[src/rtl/mnist_accel_pkg.sv]
// Shared definitions for the Nios II PIO to CNN accelerator bridge:
// FSM states and bit positions inside the PIO command and status words.
package mnist_accel_pkg;

  typedef enum logic [1:0] {
    IDLE     = 2'd0,
    STREAM   = 2'd1,
    WAIT_RES = 2'd2,
    DONE     = 2'd3
  } state_t;

  // pio_cmd fields
  localparam int unsigned STROBE_BIT = 16;
  localparam int unsigned CLR_BIT    = 17;
  localparam int unsigned SEL_LSB    = 20;
  localparam int unsigned SEL_W      = 4;

  // pio_status fields
  localparam int unsigned CNT_W       = 16;
  localparam int unsigned BUSY_BIT    = 16;
  localparam int unsigned DONE_BIT    = 17;
  localparam int unsigned OVERRUN_BIT = 18;
  localparam int unsigned TIMEOUT_BIT = 19;

endpackage

[src/rtl/pio_toggle_strobe.sv]
// Turns a software-toggled PIO bit into a registered one-cycle event and
// registers the pixel that accompanies it.
module pio_toggle_strobe #(
  parameter int unsigned PIX_W = 8
) (
  input  logic             clk,
  input  logic             rst_n,
  input  logic             toggle,
  input  logic             clear,
  input  logic [PIX_W-1:0] pixel_in,
  output logic             strobe,
  output logic [PIX_W-1:0] pixel
);

  logic prev;

  // History tracks the toggle even during clear so releasing clear never
  // produces a stale event.
  always_ff @(posedge clk or negedge rst_n) begin
    if (!rst_n) begin
      prev   <= 1'b0;
      strobe <= 1'b0;
      pixel  <= '0;
    end else begin
      prev   <= toggle;
      strobe <= (toggle ^ prev) & ~clear;
      pixel  <= pixel_in;
    end
  end

endmodule

[src/rtl/pio_accel_bridge.sv]
// Bridge between the Nios II PIO pair and the CNN accelerator: pixel
// strobes and frame counting, result capture and software-visible status.
module pio_accel_bridge
  import mnist_accel_pkg::*;
#(
  parameter int unsigned PIX_W        = 8,
  parameter int unsigned NUM_CH       = 4,
  parameter int unsigned RES_W        = 32,
  parameter int unsigned FRAME_PIXELS = 784,
  parameter int unsigned TIMEOUT_CYC  = 4096
) (
  input  logic                    sys_clk,
  input  logic                    sys_rst_n,
  input  logic [31:0]             pio_cmd,
  output logic [RES_W-1:0]        pio_result,
  output logic [31:0]             pio_status,
  output logic                    acc_valid,
  output logic [PIX_W-1:0]        acc_pixel,
  output logic                    acc_clr_n,
  input  logic [NUM_CH*RES_W-1:0] acc_result,
  input  logic                    acc_result_valid
);

  localparam int unsigned      TW           = $clog2(TIMEOUT_CYC + 1);
  localparam logic [CNT_W-1:0] FRAME_LAST   = CNT_W'(FRAME_PIXELS);
  localparam logic [TW-1:0]    TIMEOUT_LAST = TW'(TIMEOUT_CYC - 1);

  state_t           state;
  logic [CNT_W-1:0] count;
  logic [CNT_W-1:0] count_nxt;
  logic [TW-1:0]    wait_cnt;
  logic             overrun;
  logic             timeout;
  logic [RES_W-1:0] res_buf [NUM_CH];
  logic [RES_W-1:0] sel_res;
  logic             strobe;
  logic [PIX_W-1:0] strobe_pixel;
  logic             clr;
  logic [SEL_W-1:0] sel;
  logic             unused_cmd;

  assign clr        = pio_cmd[CLR_BIT];
  assign sel        = pio_cmd[SEL_LSB +: SEL_W];
  assign count_nxt  = count + CNT_W'(1);
  // Reserved command bits are ignored by design.
  assign unused_cmd = ^pio_cmd;

  pio_toggle_strobe #(
    .PIX_W (PIX_W)
  ) u_strobe (
    .clk      (sys_clk),
    .rst_n    (sys_rst_n),
    .toggle   (pio_cmd[STROBE_BIT]),
    .clear    (clr),
    .pixel_in (pio_cmd[PIX_W-1:0]),
    .strobe   (strobe),
    .pixel    (strobe_pixel)
  );

  always_ff @(posedge sys_clk or negedge sys_rst_n) begin
    if (!sys_rst_n) begin
      state     <= IDLE;
      count     <= '0;
      wait_cnt  <= '0;
      overrun   <= 1'b0;
      timeout   <= 1'b0;
      acc_valid <= 1'b0;
      acc_pixel <= '0;
      acc_clr_n <= 1'b0;
      for (int unsigned k = 0; k < NUM_CH; k++) res_buf[k] <= '0;
    end else begin
      acc_clr_n <= ~clr;
      acc_valid <= 1'b0;
      if (clr) begin
        state    <= IDLE;
        count    <= '0;
        wait_cnt <= '0;
        overrun  <= 1'b0;
        timeout  <= 1'b0;
        for (int unsigned k = 0; k < NUM_CH; k++) res_buf[k] <= '0;
      end else begin
        if (strobe) begin
          if (state == IDLE || state == STREAM) begin
            acc_valid <= 1'b1;
            acc_pixel <= strobe_pixel;
            count     <= count_nxt;
            state     <= (count_nxt == FRAME_LAST) ? WAIT_RES : STREAM;
          end else begin
            overrun <= 1'b1;
          end
        end
        if (state == WAIT_RES) begin
          if (acc_result_valid) begin
            for (int unsigned k = 0; k < NUM_CH; k++)
              res_buf[k] <= acc_result[k*RES_W +: RES_W];
            state <= DONE;
          end else if (wait_cnt == TIMEOUT_LAST) begin
            timeout <= 1'b1;
            state   <= DONE;
          end else begin
            wait_cnt <= wait_cnt + TW'(1);
          end
        end
      end
    end
  end

  always_comb begin
    sel_res = '0;
    for (int unsigned k = 0; k < NUM_CH; k++)
      if (sel == SEL_W'(k)) sel_res = res_buf[k];
  end

  always_ff @(posedge sys_clk or negedge sys_rst_n) begin
    if (!sys_rst_n) pio_result <= '0;
    else            pio_result <= sel_res;
  end

  always_comb begin
    pio_status              = '0;
    pio_status[CNT_W-1:0]   = count;
    pio_status[BUSY_BIT]    = (state == STREAM) || (state == WAIT_RES);
    pio_status[DONE_BIT]    = (state == DONE);
    pio_status[OVERRUN_BIT] = overrun;
    pio_status[TIMEOUT_BIT] = timeout;
  end

endmodule

[config.mk]
export PLATFORM = sky130hd
export DESIGN_NAME = pio_accel_bridge
export DESIGN_NICKNAME = d
export VERILOG_FILES = /design/src/rtl/mnist_accel_pkg.sv /design/src/rtl/pio_toggle_strobe.sv /design/src/rtl/pio_accel_bridge.sv
export SDC_FILE = /design/constraint.sdc
export NUM_CORES = 1
export LEC_CHECK = 0
export ABC_AREA = 1
export BUFFER_PORTS_ARGS = -buffer_cell sky130_fd_sc_hd__buf_2
export CAP_MARGIN = 20
export CORE_ASPECT_RATIO = 0.9
export CORE_MARGIN = 10
export CORE_UTILIZATION = 57
export DETAILED_ROUTE_END_ITERATION = 16
export PLACE_DENSITY_LB_ADDON = 0.2
export SLEW_MARGIN = 20
export SYNTH_ARGS = -nofsm -noshare
export SYNTH_HDL_FRONTEND = slang
export SYNTH_SLANG_ARGS = --single-unit
[constraint.sdc]
create_clock -name sys_clk -period 3.1 [get_ports sys_clk]
set_clock_uncertainty 0.2 [all_clocks]
set_input_delay 0.775 -clock sys_clk [delete_from_list [all_inputs] [get_ports sys_clk]]
set_output_delay 0.775 -clock sys_clk [all_outputs]
set_load 0.005 [all_outputs]
After elaboration in Yosys (flattened, before gate mapping)
Index checks and enable logic that the tools add are counted.
{ "op_classes": {"mul": 0, "n_div": 0, "add_sub_neg": 2, "reduce_logical": 15, "bitwise": 3, "order_cmp": 0, "eq_ne": 11, "n_shift": 0, "n_mux": 31} }
{ "ops": {"columns": ["op", "count"], "rows": [
  ["2-to-1 mux 128 bit", 3],
  ["2-to-1 mux 32 bit", 4],
  ["2-to-1 mux 13 bit", 4],
  ["2-to-1 mux 16 bit", 3],
  ["adder 16 x 1 -> 16 bit, second input constant", 1],
  ["== test 16 x 10 -> 1 bit, second input constant", 1],
  ["2-to-1 mux 2 bit", 7],
  ["adder 13 x 1 -> 13 bit, second input constant", 1],
  ["== test 13 x 12 -> 1 bit, second input constant", 1],
  ["2-to-1 mux 1 bit", 10],
  ["nonzero test 2 bit", 5],
  ["AND reduction 3 bit", 3],
  ["== test 4 x 2 -> 1 bit, second input constant", 2],
  ["inequality test 2 bit, second input constant", 3],
  ["AND reduction 2 bit", 3],
  ["== test 2 bit, second input constant", 2],
  ["== test 4 x 1 -> 1 bit, second input constant", 1],
  ["zero test 4 bit", 1],
  ["== test 2 x 1 -> 1 bit, second input constant", 1],
  ["zero test 2 bit", 1],
  ["logical OR 1 bit", 2],
  ["AND 1 bit", 1],
  ["inverter 1 bit", 1],
  ["XOR 1 bit", 1]
]} }
{ "word_totals": {"output_inout_bits": 74, "ff_bits": 213, "latch_bits": 0, "mem_count": 0, "in_bits": 163, "rom_bits": 0, "mem_bits_rw": 0} }

Depth between registers and ports, before layout
Gate-level depths: netlist of run 1.
{ "depth": {"word_depth": 9, "mapped_depth": 14, "ltp_nobuf": 13} }

By module
From an unflattened synthesis of run 1, not the netlist that was laid out.
{ "unflattened": {"hier_cells": 1069, "hier_area_um2": 9384.0} }
{ "modules_own_cells": {"columns": ["module", "area_each_um2", "cells_per_inst", "instances"], "rows": [
  ["pio_accel_bridge", 9115.0, 1054, 1],
  ["pio_toggle_strobe", 269.0, 15, 1]
]} }

Least setup slack after synthesis of run 1
OpenSTA, ideal clock, no wires.
{ "synth_path": {"kind": "input port to flip-flop", "from": "in acc_result_valid", "to": "reg wait_cnt[4]", "setup_slack_ns": 1.145, "t_arrival_ns": 1.684, "t_required_ns": 2.829, "path_buffers": 1, "path_stages": 8, "setup_ns": 0.071, "path_cell_list": "nor2_1 nand2_4 nand2_2 buf_6 nand3_1 o21ai_0 nand2_1 nor2_1"} }
{ "synth_between": {"elab_chain_cells": 2} }
{ "synth_rtl": {"columns": ["element", "line", "rtl"], "rows": [
  ["start, declared", "pio_accel_bridge.sv:21", "input logic acc_result_valid"],
  ["inequality test 2 bit (no line)", null, null],
  ["AND reduction 3 bit (no line)", null, null],
  ["end signal, assigned", "pio_accel_bridge.sv:101", "wait_cnt <= wait_cnt + TW'(1);"],
  ["end, declared", "pio_accel_bridge.sv:31", "logic [TW-1:0] wait_cnt;"]
]} }
Every way passes these cells.
A chain may end at the register's enable or synchronous reset.

Worst setup path after layout of run 1
{ "layout_path": {"from": "reg state[0]", "to": "out pio_status[16]"} }
{ "layout_between": {"elab_chain_cells": 2} }
{ "layout_rtl": {"columns": ["element", "line", "rtl"], "rows": [
  ["start, declared", "pio_accel_bridge.sv:28", "state_t state;"],
  ["start signal, assigned", "pio_accel_bridge.sv:87", "state <= (count_nxt == FRAME_LAST) ? WAIT_RES : STREAM;"],
  ["== test 2 x 1 -> 1 bit or == test 2 bit (tied branches)", "pio_accel_bridge.sv:122", "pio_status[BUSY_BIT] = (state == STREAM) || (state == WAIT_RES);"],
  ["logical OR 1 bit (*)", "pio_accel_bridge.sv:122", null],
  ["end, declared", "pio_accel_bridge.sv:16", "output logic [31:0] pio_status,"]
]} }
Mark *: on every way between the ends. The rest lies on a longest branch, timed or not.

==> results of run 1 <==
cells in the final DEF (no fill, tap or decap), types with 8 or more instances in the layout:
cell type                   instances
sky130_fd_sc_hd__buf_12             8
sky130_fd_sc_hd__nor3_1             8
sky130_fd_sc_hd__a21oi_1           10
sky130_fd_sc_hd__nand3_1          151
sky130_fd_sc_hd__dfrtp_1          213
sky130_fd_sc_hd__nor2_1            95
sky130_fd_sc_hd__nand2_1           94
sky130_fd_sc_hd__clkbuf_16         22
sky130_fd_sc_hd__buf_4              9
sky130_fd_sc_hd__inv_1            166
sky130_fd_sc_hd__nand4_1            9
sky130_fd_sc_hd__buf_2            205
sky130_fd_sc_hd__o22ai_1           37
sky130_fd_sc_hd__conb_1            12
sky130_fd_sc_hd__clkbuf_8           8
sky130_fd_sc_hd__o21ai_0          176
per-layer routing:
metal	up-vias	track usage, %
met3	34	5.44
met2	223	34.2
met1	3645	29.0
met5	-	0
li1	3814	-
met4	0	5.02
worst max path at each step:
stage | startpoint | end
after floorplan | acc_result_valid | wait_cnt[4]$_DFFE_PN0P_
after global placement | pio_cmd[23] | pio_result[25]$_DFF_PN0_
after detailed placement | pio_cmd[23] | pio_result[0]$_DFF_PN0_
after CTS | state[0]$_DFF_PN0_ | pio_status[16]
after global routing | count[1]$_DFFE_PN0P_ | state[0]$_DFF_PN0_
final | state[0]$_DFF_PN0_ | pio_status[16]
state kept, by name, summed over array words and instances (netlist names):
name,count
res_buf,128
pio_result,32
count,16
wait_cnt,13
acc_pixel,8
u_strobe.pixel,8
state,2
acc_clr_n,1
acc_valid,1
overrun,1
timeout,1
u_strobe.prev,1
u_strobe.strobe,1
cell families after synthesis:
logic type	after synthesis	synth area share (%)
other	1	0.0402
and+or+nand+nor	372	17.8
DFF	213	57.2
buffers and inverters	242	10.5
AOI/OAI and AO/OA	228	12.9
adders and majority gates	7	0.940
xor gates and xnor gates	7	0.658
synthesized netlist by cell type:
| cell | instances | area [um2] |
|---|---|---|
| sky130_fd_sc_hd__a211oi_1 | 1 | 7.51 |
| sky130_fd_sc_hd__a21oi_1 | 10 | 50.1 |
| sky130_fd_sc_hd__a21oi_2 | 1 | 8.76 |
| sky130_fd_sc_hd__buf_1 | 8 | 30.0 |
| sky130_fd_sc_hd__buf_2 | 6 | 30.0 |
| sky130_fd_sc_hd__buf_4 | 14 | 105 |
| sky130_fd_sc_hd__buf_6 | 1 | 11.3 |
| sky130_fd_sc_hd__clkbuf_1 | 46 | 173 |
| sky130_fd_sc_hd__conb_1 | 1 | 3.75 |
| sky130_fd_sc_hd__dfrtp_1 | 213 | 5330 |
| sky130_fd_sc_hd__ha_1 | 7 | 87.6 |
| sky130_fd_sc_hd__inv_1 | 166 | 623 |
| sky130_fd_sc_hd__inv_2 | 1 | 3.75 |
| sky130_fd_sc_hd__nand2_1 | 95 | 357 |
| sky130_fd_sc_hd__nand2_2 | 2 | 12.5 |
| sky130_fd_sc_hd__nand2_4 | 2 | 22.5 |
| sky130_fd_sc_hd__nand3_1 | 153 | 766 |
| sky130_fd_sc_hd__nand4_1 | 9 | 56.3 |
| sky130_fd_sc_hd__nor2_1 | 95 | 357 |
| sky130_fd_sc_hd__nor2_2 | 6 | 37.5 |
| sky130_fd_sc_hd__nor3_1 | 8 | 40.0 |
| sky130_fd_sc_hd__nor4_1 | 1 | 6.26 |
| sky130_fd_sc_hd__o21a_1 | 2 | 15.0 |
| sky130_fd_sc_hd__o21ai_0 | 176 | 881 |
| sky130_fd_sc_hd__o22ai_1 | 37 | 231 |
| sky130_fd_sc_hd__o31ai_1 | 1 | 7.51 |
| sky130_fd_sc_hd__or2_2 | 1 | 6.26 |
| sky130_fd_sc_hd__xnor2_1 | 2 | 17.5 |
| sky130_fd_sc_hd__xor2_1 | 5 | 43.8 |
area by class of cell:
type,instances,area share (%)
timing repair buffer,223,11.2
sequential,213,47.0
multi-input combinational,626,27.1
antenna,1,0.0220
clock inverter,9,1.18
clock buffer,31,5.77
inverter,167,5.55
tap,207,2.28
report_power, final:
group	internal [mW]	total, mW	switching (mW)
clock	1.72	2.80	1.08
sequential	2.97	3.03	0.0602
combinational	0.225	0.608	0.384
per-stage QoR:
| step | util [%] | total power [mW] |
|---|---|---|
| global placement | 65.7 | 3.67 |
| finish | 70.6 | 6.44 |
| global route | 70.6 | 6.72 |
| floorplan | - | 3.38 |
| detailed placement | 65.7 | 3.69 |
| CTS | 70.6 | 6.49 |
==> parameters.txt, run 1 <==
Parameter                              Value

Final layout
  Filler-free cell count of the finished design    1477
  Area growth from synthesis to layout    21.8%
  Flip-flop and latch area    0.00533 mm2
  Final Net Count    about 1400
  Area of all placed cells without fillers    between 0.01 and 0.015 mm2
  Number of filler cells placed in the layout    1297
  Total area of multi-input combinational cells    0.00307 mm2
  Layout cells sized above 1    21.8%

Route
  Routed wire length on met3    1.73 mm
  DRC Markers    0
  Wire length on met1    10.4 mm
  Drt wl/cell    16.2 um
  Uppermost layer routed    met4
  TritonRoute pass-1 iters    6
  Routed via count    around 7700
  Sum of routed wire length over all layers    23.9 mm
  Number of design-rule violations left by the first detailed-router iteration    530
  Number of vias per cell    5.22
  ANT nets after route    0
  Met2 wire length    ~11 mm

Clock tree
  Clock tree from TritonCTS    done
  CTS clock-pin slew for the worst setup and hold paths    approximately 0.06 ns
  Total setup buffers inserted after CTS    0
  Total CTS buffers    22
  Maximum count of clock buffers along a single path    3
  Post-CTS Hold Buffers    0
  Post-cts sizing count    0
  Clock network latency to the later pin of the worst-skew pair    0.51 ns
  CTS Root Buffer Type    sky130_fd_sc_hd__clkbuf_16
  Num Clock Sinks    around 210
  Number of H-tree levels    1

Critical path
  Worst endpoint data arrival time    1.36 ns
  Kind of end point of the critical path    output port
  Path type of the worst setup path    flip-flop to output port
  Data required, critical path    2.12 ns
  Setup slack of the worst register-to-register path    0.79 ns
  Reg2reg path depth    9
  Kind of cell adding the most delay to the critical path    flip-flops
  Crit path depth    3
  Maximum net fanout on the critical path    3
  Cell breakdown of the critical path    inv_1, ha_1, buf_2
  R2r startpoint    state[1]$_DFF_PN0_
  Cell with the largest stage delay on the worst path    sky130_fd_sc_hd__dfrtp_1
  Largest incremental delay on the critical path    roughly 0.38 ns
  RR Endpoint    count[12]$_DFFE_PN0P_
  Buffers plus inverters on the worst setup path    2
  Critical Path Source Type    flip-flop

Global routing
  Antenna violations before repair    1
  Wire length of the first global-routing pass    39.2 mm
  Grt ovf    0
  Vias in the first global route    7759
  Largest net degree at the start of global routing    69
  Overall track demand over capacity in global routing    21.5%

Yosys
  Number of standard cells after synthesis    between 1000 and 1500
  Synth Register Bits    ~210
  Post-synthesis instance area    0.00932 mm2
  Number of distinct library cells after synthesis    29
  Mean post-synth cell area    8.71 um2
  Warnings, synthesis    0
  Sequential element share of the synthesized area    57.2%

Floorplanning
  Die outline width    155 um
  Area of the die    0.0219 mm2
  Starting density of the core    58.0%
  Vertical die dimension    141 um
  FP Rows    44
  Core area    approximately 0.016 mm2
  I/O pin total    237

STA
  Timing-limited maximum frequency    429 MHz
  Worst-case hold slack    0.0657 ns
  Transition time at the pin with the least slew margin    0.725 ns
  Setup WS post-layout    0.768 ns
  Fraction of the cycle the final worst path needs    about three quarters
  Clock period minus worst slack    2.33 ns
  Unrepaired setup endpoints after global routing    no
  Max-slew violations    0
  Rel. slew slack    51.7%
  Final setup vio count    0
  Final Hold Fails    0
  Setup total negative slack    0 ns

Outcome
  Status    finished clean

Place
  Final Wtd Congestion    roughly 0.87
  Placed Instance Area    0.0106 mm2
  Dpl ws    around 0.57 ns
  Dpl hpwl    16.0 mm
  Port-buffer cells    206
  Total instance count after detailed placement    1436

Hold path
  Worst min-delay path class    input port to async pin

Pwr
  Power density over cell area    between 500 and 600 mW/mm2
  VDD IR-drop max    0.596 mV
  Static leakage    approximately 5.5 nW

Flow run
  Count of max-cap constraint violations    0
(Power assumes the default switching activity.)
==> inputs of run 2 (changes only) <==
- ABC_AREA: 1 -> 0
- CORE_UTILIZATION: 57 -> 52
- clock period: 3.1 -> 2.4 ns (I/O delays scaled with it)
==> run 2 against run 1 <==
Non-clock buffer count increased by 9; worst setup slack got worse by 0.57 ns; sequential power is 27% higher; via count decreased by 19%; synthesized area shrank 8.0%; first-iteration DRC count is 36% lower; critical path depth is the same; die area up 0.74%; largest power group unchanged; highest routed layer is now met5; worst hold slack got worse by 0.042 ns; count of clock-buffer cells in the layout rose by 2; combinational power grew 8.9%.
==> parameters.txt, run 2 <==
Parameter                              Value

Outcome
  Status    finished clean

Final layout
  Most used cells in the layout excluding fill and tap cells    sky130_fd_sc_hd__dfrtp_1 (213), sky130_fd_sc_hd__buf_2 (205), sky130_fd_sc_hd__a22o_1 (156)
  Registers with the most flip-flops    res_buf (128), pio_result (32), count (16)
  Most flops, register    res_buf
  Area of all placed cells without fillers    around 0.011 mm2
  Largest register FFs    about 130
  Area growth from synthesis to layout    24.6%
  Layout cells sized above 1    32.6%
  Final Net Count    between 1000 and 1500
  Most common cell after layout, fill and taps aside    sky130_fd_sc_hd__dfrtp_1

Route
  Number of vias per cell    5.79
  DRC Markers    0
  Routed via count    6226
  TritonRoute pass-1 iters    4
  Sum of routed wire length over all layers    22.0 mm
  ANT nets after route    0
  Number of design-rule violations left by the first detailed-router iteration    341
  Drt wl/cell    20.5 um

Yosys
  Number of standard cells after synthesis    648
  Share of synthesized cell area in and, or, nand and nor gates    6.96%
  Synth Register Bits    213
  Warnings, synthesis    0
  Leading post-synthesis cells by instance count    sky130_fd_sc_hd__dfrtp_1 (213), sky130_fd_sc_hd__a22o_1 (156), sky130_fd_sc_hd__clkbuf_1 (35), sky130_fd_sc_hd__nor2_1 (32), sky130_fd_sc_hd__a221o_1 (28)
  Share of synthesized registers carrying an async set or reset    100%
  Primary flip-flop cell chosen by synthesis mapping    sky130_fd_sc_hd__dfrtp_1
  Multiplexer fraction of the synthesized cell area    1.52%
  Top-area cell type share of the netlist area    62.2%
  Area share of xor/xnor cells in the synthesized design    2.86%
  Number of distinct library cells after synthesis    51
  Post-synthesis share of cell area spent on full adders, half adders and majority gates    1.02%
  Mean post-synth cell area    13.2 um2
  Largest family of logic cells by synthesized area    compound AO/OA/AOI/OAI gates
  Sequential element share of the synthesized area    between 60 and 70%
  Synthesized-area fraction occupied by ao, oa, aoi and oai cells    21.4%
  Post-synth EDFFs    0
  Dominant cells by area after synthesis    sky130_fd_sc_hd__dfrtp_1 (62%), sky130_fd_sc_hd__a22o_1 (16%), sky130_fd_sc_hd__a221o_1 (3.3%)
  Most instantiated library cell after synthesis    sky130_fd_sc_hd__dfrtp_1
  Post-synthesis instance area    0.00858 mm2
  Cell type contributing the most total cell area after synthesis    sky130_fd_sc_hd__dfrtp_1

Pwr
  Total internal power    6.15 mW
  Fraction of power consumed by sequential logic    48.5%
  VDD IR-drop max    0.728 mV
  Switching power of the nets    about 1.8 mW
  Power density over cell area    between 700 and 800 mW/mm2
  Clock network power share    a little over two fifths
  Switching Share    22.7%
  Static leakage    5.40 nW
  Proportion of power drawn by combinational gates    8.3%

Critical path
  Critical Path Source Type    flip-flop
  Kind of end point of the critical path    output port
  Data required, critical path    1.60 ns
  Setup slack of the worst register-to-register path    between 0.2 and 0.25 ns
  First element of the critical path    state[1]$_DFF_PN0_
  Path type of the worst setup path    flip-flop to output port
  Maximum net fanout on the critical path    5
  R2r startpoint    count[0]$_DFFE_PN0P_
  Worst endpoint data arrival time    1.40 ns

STA
  Transition time at the pin with the least slew margin    about 0.87 ns
  Clock period minus worst slack    2.20 ns
  Final setup vio count    0
  Final Hold Fails    0
  Setup total negative slack    0 ns
  Rel. slew slack    41.8%
  Max-slew violations    0
  Fraction of the cycle the final worst path needs    approximately nine tenths
  Timing-limited maximum frequency    455 MHz
  Unrepaired setup endpoints after global routing    no

Floorplanning
  FP Rows    44
  Die outline width    approximately 160 um
  Area of the die    ~0.022 mm2
  Vertical die dimension    142 um
  Core area    0.0162 mm2
  I/O pin total    237
  Starting density of the core    53.0%

Global routing
  Overall track demand over capacity in global routing    19.4%
  Vias in the first global route    6642
  Grt ovf    0
  Antenna violations before repair    6
  Largest net degree at the start of global routing    between 90 and 100
  Wire length of the first global-routing pass    35.1 mm

Clock tree
  Total setup buffers inserted after CTS    0
  Number of H-tree levels    1
  Total CTS buffers    22
  Maximum count of clock buffers along a single path    3
  Clock network latency to the later pin of the worst-skew pair    just under 0.5 ns
  CTS Root Buffer Type    sky130_fd_sc_hd__clkbuf_16
  Num Clock Sinks    213
  CTS clock-pin slew for the worst setup and hold paths    ~0.060 ns
  Clock tree from TritonCTS    done

Place
  Port-buffer cells    206
  Final Wtd Congestion    approximately 0.84
  Dpl hpwl    15.1 mm
  Placed Instance Area    0.00984 mm2

Flow run
  Count of max-cap constraint violations    0

Hold path
  Beginning of the worst hold path    pio_cmd[4]
  Worst min-delay path class    input port to flip-flop
run 2: path summary, 6_finish.rpt:
path,to,depth (start not counted)
worst max register to register,state[0]$_DFF_PN0_,6
worst min-delay path,u_strobe.pixel[4]$_DFF_PN0_,1
worst min register to register,acc_pixel[7]$_DFFE_PN0P_,1
max in group asynchronous,u_strobe.strobe$_DFF_PN0_,3
worst max-delay path,pio_status[16],3
min in group asynchronous,u_strobe.pixel[4]$_DFF_PN0_,2
run 2: area by class of cell:
class	instances	area, um2
clock buffers	33	693
repair buffers	232	1330
flip-flops and latches	213	5330
clock inverters	5	50.0
fillers	1225	5500
multi-input cells	375	2990
inverters	5	18.8
well taps	207	259
diodes	5	12.5
run 2: metal layers:
metal | global-route usage [%] | vias to the layer above | routed length (um)
met5 | 0 | - | 17
li1 | - | 2854 | -
met1 | 24.3 | 3158 | 9130
met2 | 32.4 | 185 | 11100
met3 | 5.26 | 27 | 1390
met4 | 5.17 | 2 | 408
run 2: cells by family after synthesis:
group           count (synthesis)
compound gates                213
xor+xnor                       28
fa+ha+maj                       7
buf+inv                        71
flops                         213
mux                            12
other cells                     1
simple gates                  103
run 2: timing repair:
item / 4_1_cts / 5_1_grt
endpoints found under the setup margin: 0 / 2
hold buffers: 6 / 2
hold endpoints to repair: 31 / 2
gates resized for setup: 0 / 1
run 2: stage by stage:
stage / instances / setup slack [ns] / power, mW / hold slack [ns] / util (%)
floorplan: 659 / 0.323 / 4.20 / 0.104 / -
global placement: 1024 / 0.0423 / 4.54 / 0.257 / 60.8
detailed placement: 1024 / 0.0159 / 4.57 / 0.268 / 60.8
CTS: 1068 / 0.137 / 8.03 / 0.00121 / 65.8
global route: 1074 / 0.0395 / 8.26 / 0.00558 / 66.0
finish: 1075 / 0.200 / 7.95 / 0.0239 / 66.0
run 2: critical path, cell delays in order (launching register included):
cell and delay [ns]:
sky130_fd_sc_hd__dfrtp_1 0.40, sky130_fd_sc_hd__inv_1 0.13, sky130_fd_sc_hd__ha_1 0.24, sky130_fd_sc_hd__buf_2 0.13
run 2: power by group through the flow:
stage | Sequential [mW] | Combinational [mW] | Clock (mW)
floorplan | 3.90 | 0.302 | 0
global placement | 3.90 | 0.641 | 0
detailed placement | 3.91 | 0.662 | 0
CTS | 3.85 | 0.674 | 3.50
global route | 3.87 | 0.735 | 3.66
finish | 3.85 | 0.662 | 3.43
==> inputs of run 3 (changes only) <==
--- a/config.mk
+++ b/config.mk
@@ -8,3 +8,3 @@
 export ABC_AREA = 0
-export BUFFER_PORTS_ARGS = -buffer_cell sky130_fd_sc_hd__buf_2
+export BUFFER_PORTS_ARGS = -buffer_cell sky130_fd_sc_hd__buf_4
 export CAP_MARGIN = 20
--- a/constraint.sdc
+++ b/constraint.sdc
@@ -4,2 +4,2 @@
 set_output_delay 0.6 -clock sys_clk [all_outputs]
-set_load 0.005 [all_outputs]
+set_load 0.01 [all_outputs]
==> run 3 against run 2 <==
Count of clock-buffer cells in the layout decreased by 8; worst hold slack better by 0.0068 ns; routed wire length grew 4.6%; via count grew 2.2%; clock power increased by 11%; critical path depth stayed put; register-to-register slack barely moved; global-route usage rose by 0.96 points; first-iteration DRC count grew 31%; non-clock buffer count grew 3; fmax shrank 1.6%; sequential power about the same; largest cell class unchanged.
==> parameters.txt, run 3 (synthesis results as in run 2) <==
Parameter                              Value

Floorplanning
  Vertical die dimension    142 um
  I/O pin total    approximately 240
  Starting density of the core    between 50% and 60%
  Die outline width    about 160 um
  Core area    0.0162 mm2
  FP Rows    44
  Area of the die    0.0220 mm2

STA
  Setup WS post-layout    0.165 ns
  Rel. slew slack    roughly two fifths
  Fraction of the cycle the final worst path needs    93.1%
  Final Hold Fails    0
  Unrepaired setup endpoints after global routing    no
  Final setup vio count    0
  Timing-limited maximum frequency    447 MHz
  Max-slew violations    0
  Clock period minus worst slack    ~2.2 ns
  Setup total negative slack    0 ns
  Transition time at the pin with the least slew margin    0.889 ns

Pwr
  Switching power of the nets    1.95 mW
  Switching Share    23.0%
  VDD IR-drop max    0.801 mV
  Clock network power share    45.0%
  Fraction of power consumed by sequential logic    45.5%
  Total internal power    between 6 and 7 mW
  Power density over cell area    about 750 mW/mm2
  Proportion of power drawn by combinational gates    9.5%
  Static leakage    5.57 nW

Critical path
  Kind of cell adding the most delay to the critical path    flip-flops
  Maximum net fanout on the critical path    5
  Worst endpoint data arrival time    1.44 ns
  Cell with the largest stage delay on the worst path    sky130_fd_sc_hd__dfrtp_1
  RR Endpoint    state[1]$_DFF_PN0_
  Kind of end point of the critical path    output port
  Buffers plus inverters on the worst setup path    2
  Largest incremental delay on the critical path    approximately 0.40 ns
  Data required, critical path    1.60 ns
  Cell breakdown of the critical path    inv_1, ha_1, buf_4
  Reg2reg path depth    7
  Critical Path Source Type    flip-flop
  Path type of the worst setup path    flip-flop to output port
  Setup slack of the worst register-to-register path    0.20 ns
  First element of the critical path    state[1]$_DFF_PN0_
  R2r startpoint    count[1]$_DFFE_PN0P_

Outcome
  Status    finished clean

Route
  TritonRoute pass-1 iters    5
  ANT nets after route    0
  Number of design-rule violations left by the first detailed-router iteration    approximately 450
  Sum of routed wire length over all layers    23.0 mm
  Drt wl/cell    21.4 um
  Number of vias per cell    5.91
  Routed via count    around 6400
  DRC Markers    0

Hold path
  Worst min-delay path endpoint    u_strobe.prev$_DFF_PN0_
  Hold Path Stages    1
  Beginning of the worst hold path    pio_cmd[16]
  Worst min-delay path class    input port to flip-flop

Final layout
  Final Net Count    ~1000
  Registers with the most flip-flops    res_buf (128), pio_result (32), count (16)
  Flip-flop and latch area    0.00533 mm2
  Most common cell after layout, fill and taps aside    sky130_fd_sc_hd__buf_4
  Area growth from synthesis to layout    31.7%
  Largest register FFs    128
  Most used cells in the layout excluding fill and tap cells    sky130_fd_sc_hd__buf_4 (219), sky130_fd_sc_hd__dfrtp_1 (213), sky130_fd_sc_hd__a22o_1 (156)
  Number of antenna repair diodes    0
  Total area of multi-input combinational cells    around 0.0030 mm2
  Most flops, register    res_buf
  Layout cells sized above 1    33.2%
  Filler-free cell count of the finished design    1077
  Share of the core filled with cells    69.8%
  Number of filler cells placed in the layout    between 1000 and 1500

Place
  Final Wtd Congestion    0.846
  Dpl ws    0.0806 ns
  Total instance count after detailed placement    1026
  Port-buffer cells    206
  Dpl hpwl    15.7 mm

Global routing
  Grt ovf    0
  Largest net degree at the start of global routing    97
  Wire length of the first global-routing pass    36.6 mm
  Vias in the first global route    6783
  Antenna violations before repair    0
  Overall track demand over capacity in global routing    20.3%

Clock tree
  CTS Root Buffer Type    sky130_fd_sc_hd__clkbuf_16
  Number of H-tree levels    1
  CTS clock-pin slew for the worst setup and hold paths    0.06 ns
  Maximum count of clock buffers along a single path    3
  Total CTS buffers    23
  Num Clock Sinks    ~210
  Clock tree from TritonCTS    done
  Total setup buffers inserted after CTS    0
  Clock network latency to the later pin of the worst-skew pair    0.51 ns

Flow run
  Count of max-cap constraint violations    0
run 3: how the worst max path moves through the flow:
stage                                to  depth (start not counted)
2_1_floorplan        state[0]$_DFF_PN0_                          6
3_3_place_gp   pio_result[16]$_DFF_PN0_                          4
3_5_place_dp   pio_result[22]$_DFF_PN0_                          4
4_1_cts                  pio_status[16]                          3
5_1_grt              state[1]$_DFF_PN0_                          7
6_report                 pio_status[16]                          3
run 3: layout make-up:
class                      count  share of cell area, %
sequential                   213                   47.2
timing repair buffer         235                   16.5
multi-input combinational    375                   26.5
clock buffer                  25                   5.34
inverter                       5                  0.166
clock inverter                17                   2.00
tap                          207                   2.29
run 3: power by group through the flow:
stage	clock, mW	combinational [mW]	sequential (mW)
5_1_grt	4.04	0.884	3.87
2_1_floorplan	0	0.310	3.92
3_3_place_gp	0	0.780	3.90
6_report	3.82	0.808	3.86
4_1_cts	3.88	0.821	3.85
3_5_place_dp	0	0.806	3.92
run 3: metal layers:
layer	vias to the layer above	wire length [um]	global-route usage [%]
met5	-	0	0
met4	0	528	5.17
met3	39	1400	5.02
met2	218	11700	34.1
met1	3247	9400	25.8
li1	2860	-	-
run 3: repair_timing:
| item | CTS | global route |
|---|---|---|
| resized for setup | 0 | 1 |
| hold buffers | 9 | 0 |
| setup endpoints to repair | 0 | 2 |
| endpoints found under the hold margin | 65 | 0 |
run 3: worst register-to-register path, stage by stage, from the launching register on:
cell and delay [ns]:
sky130_fd_sc_hd__dfrtp_1 0.47, sky130_fd_sc_hd__ha_1 0.33, sky130_fd_sc_hd__nand3_1 0.15, sky130_fd_sc_hd__buf_4 0.19
sky130_fd_sc_hd__nor4_1 0.25, sky130_fd_sc_hd__a311oi_1 0.08, sky130_fd_sc_hd__and4_1 0.23, sky130_fd_sc_hd__o21a_1 0.19
run 3: per-stage QoR:
step / cell area [um2] / power [mW] / hold slack, ns
floorplan: 8620 / 4.23 / 0.104
global placement: 10400 / 4.68 / 0.256
detailed placement: 10400 / 4.72 / 0.267
CTS: 11300 / 8.55 / 0.0165
global route: 11300 / 8.79 / 0.0183
finish: 11300 / 8.48 / 0.0307
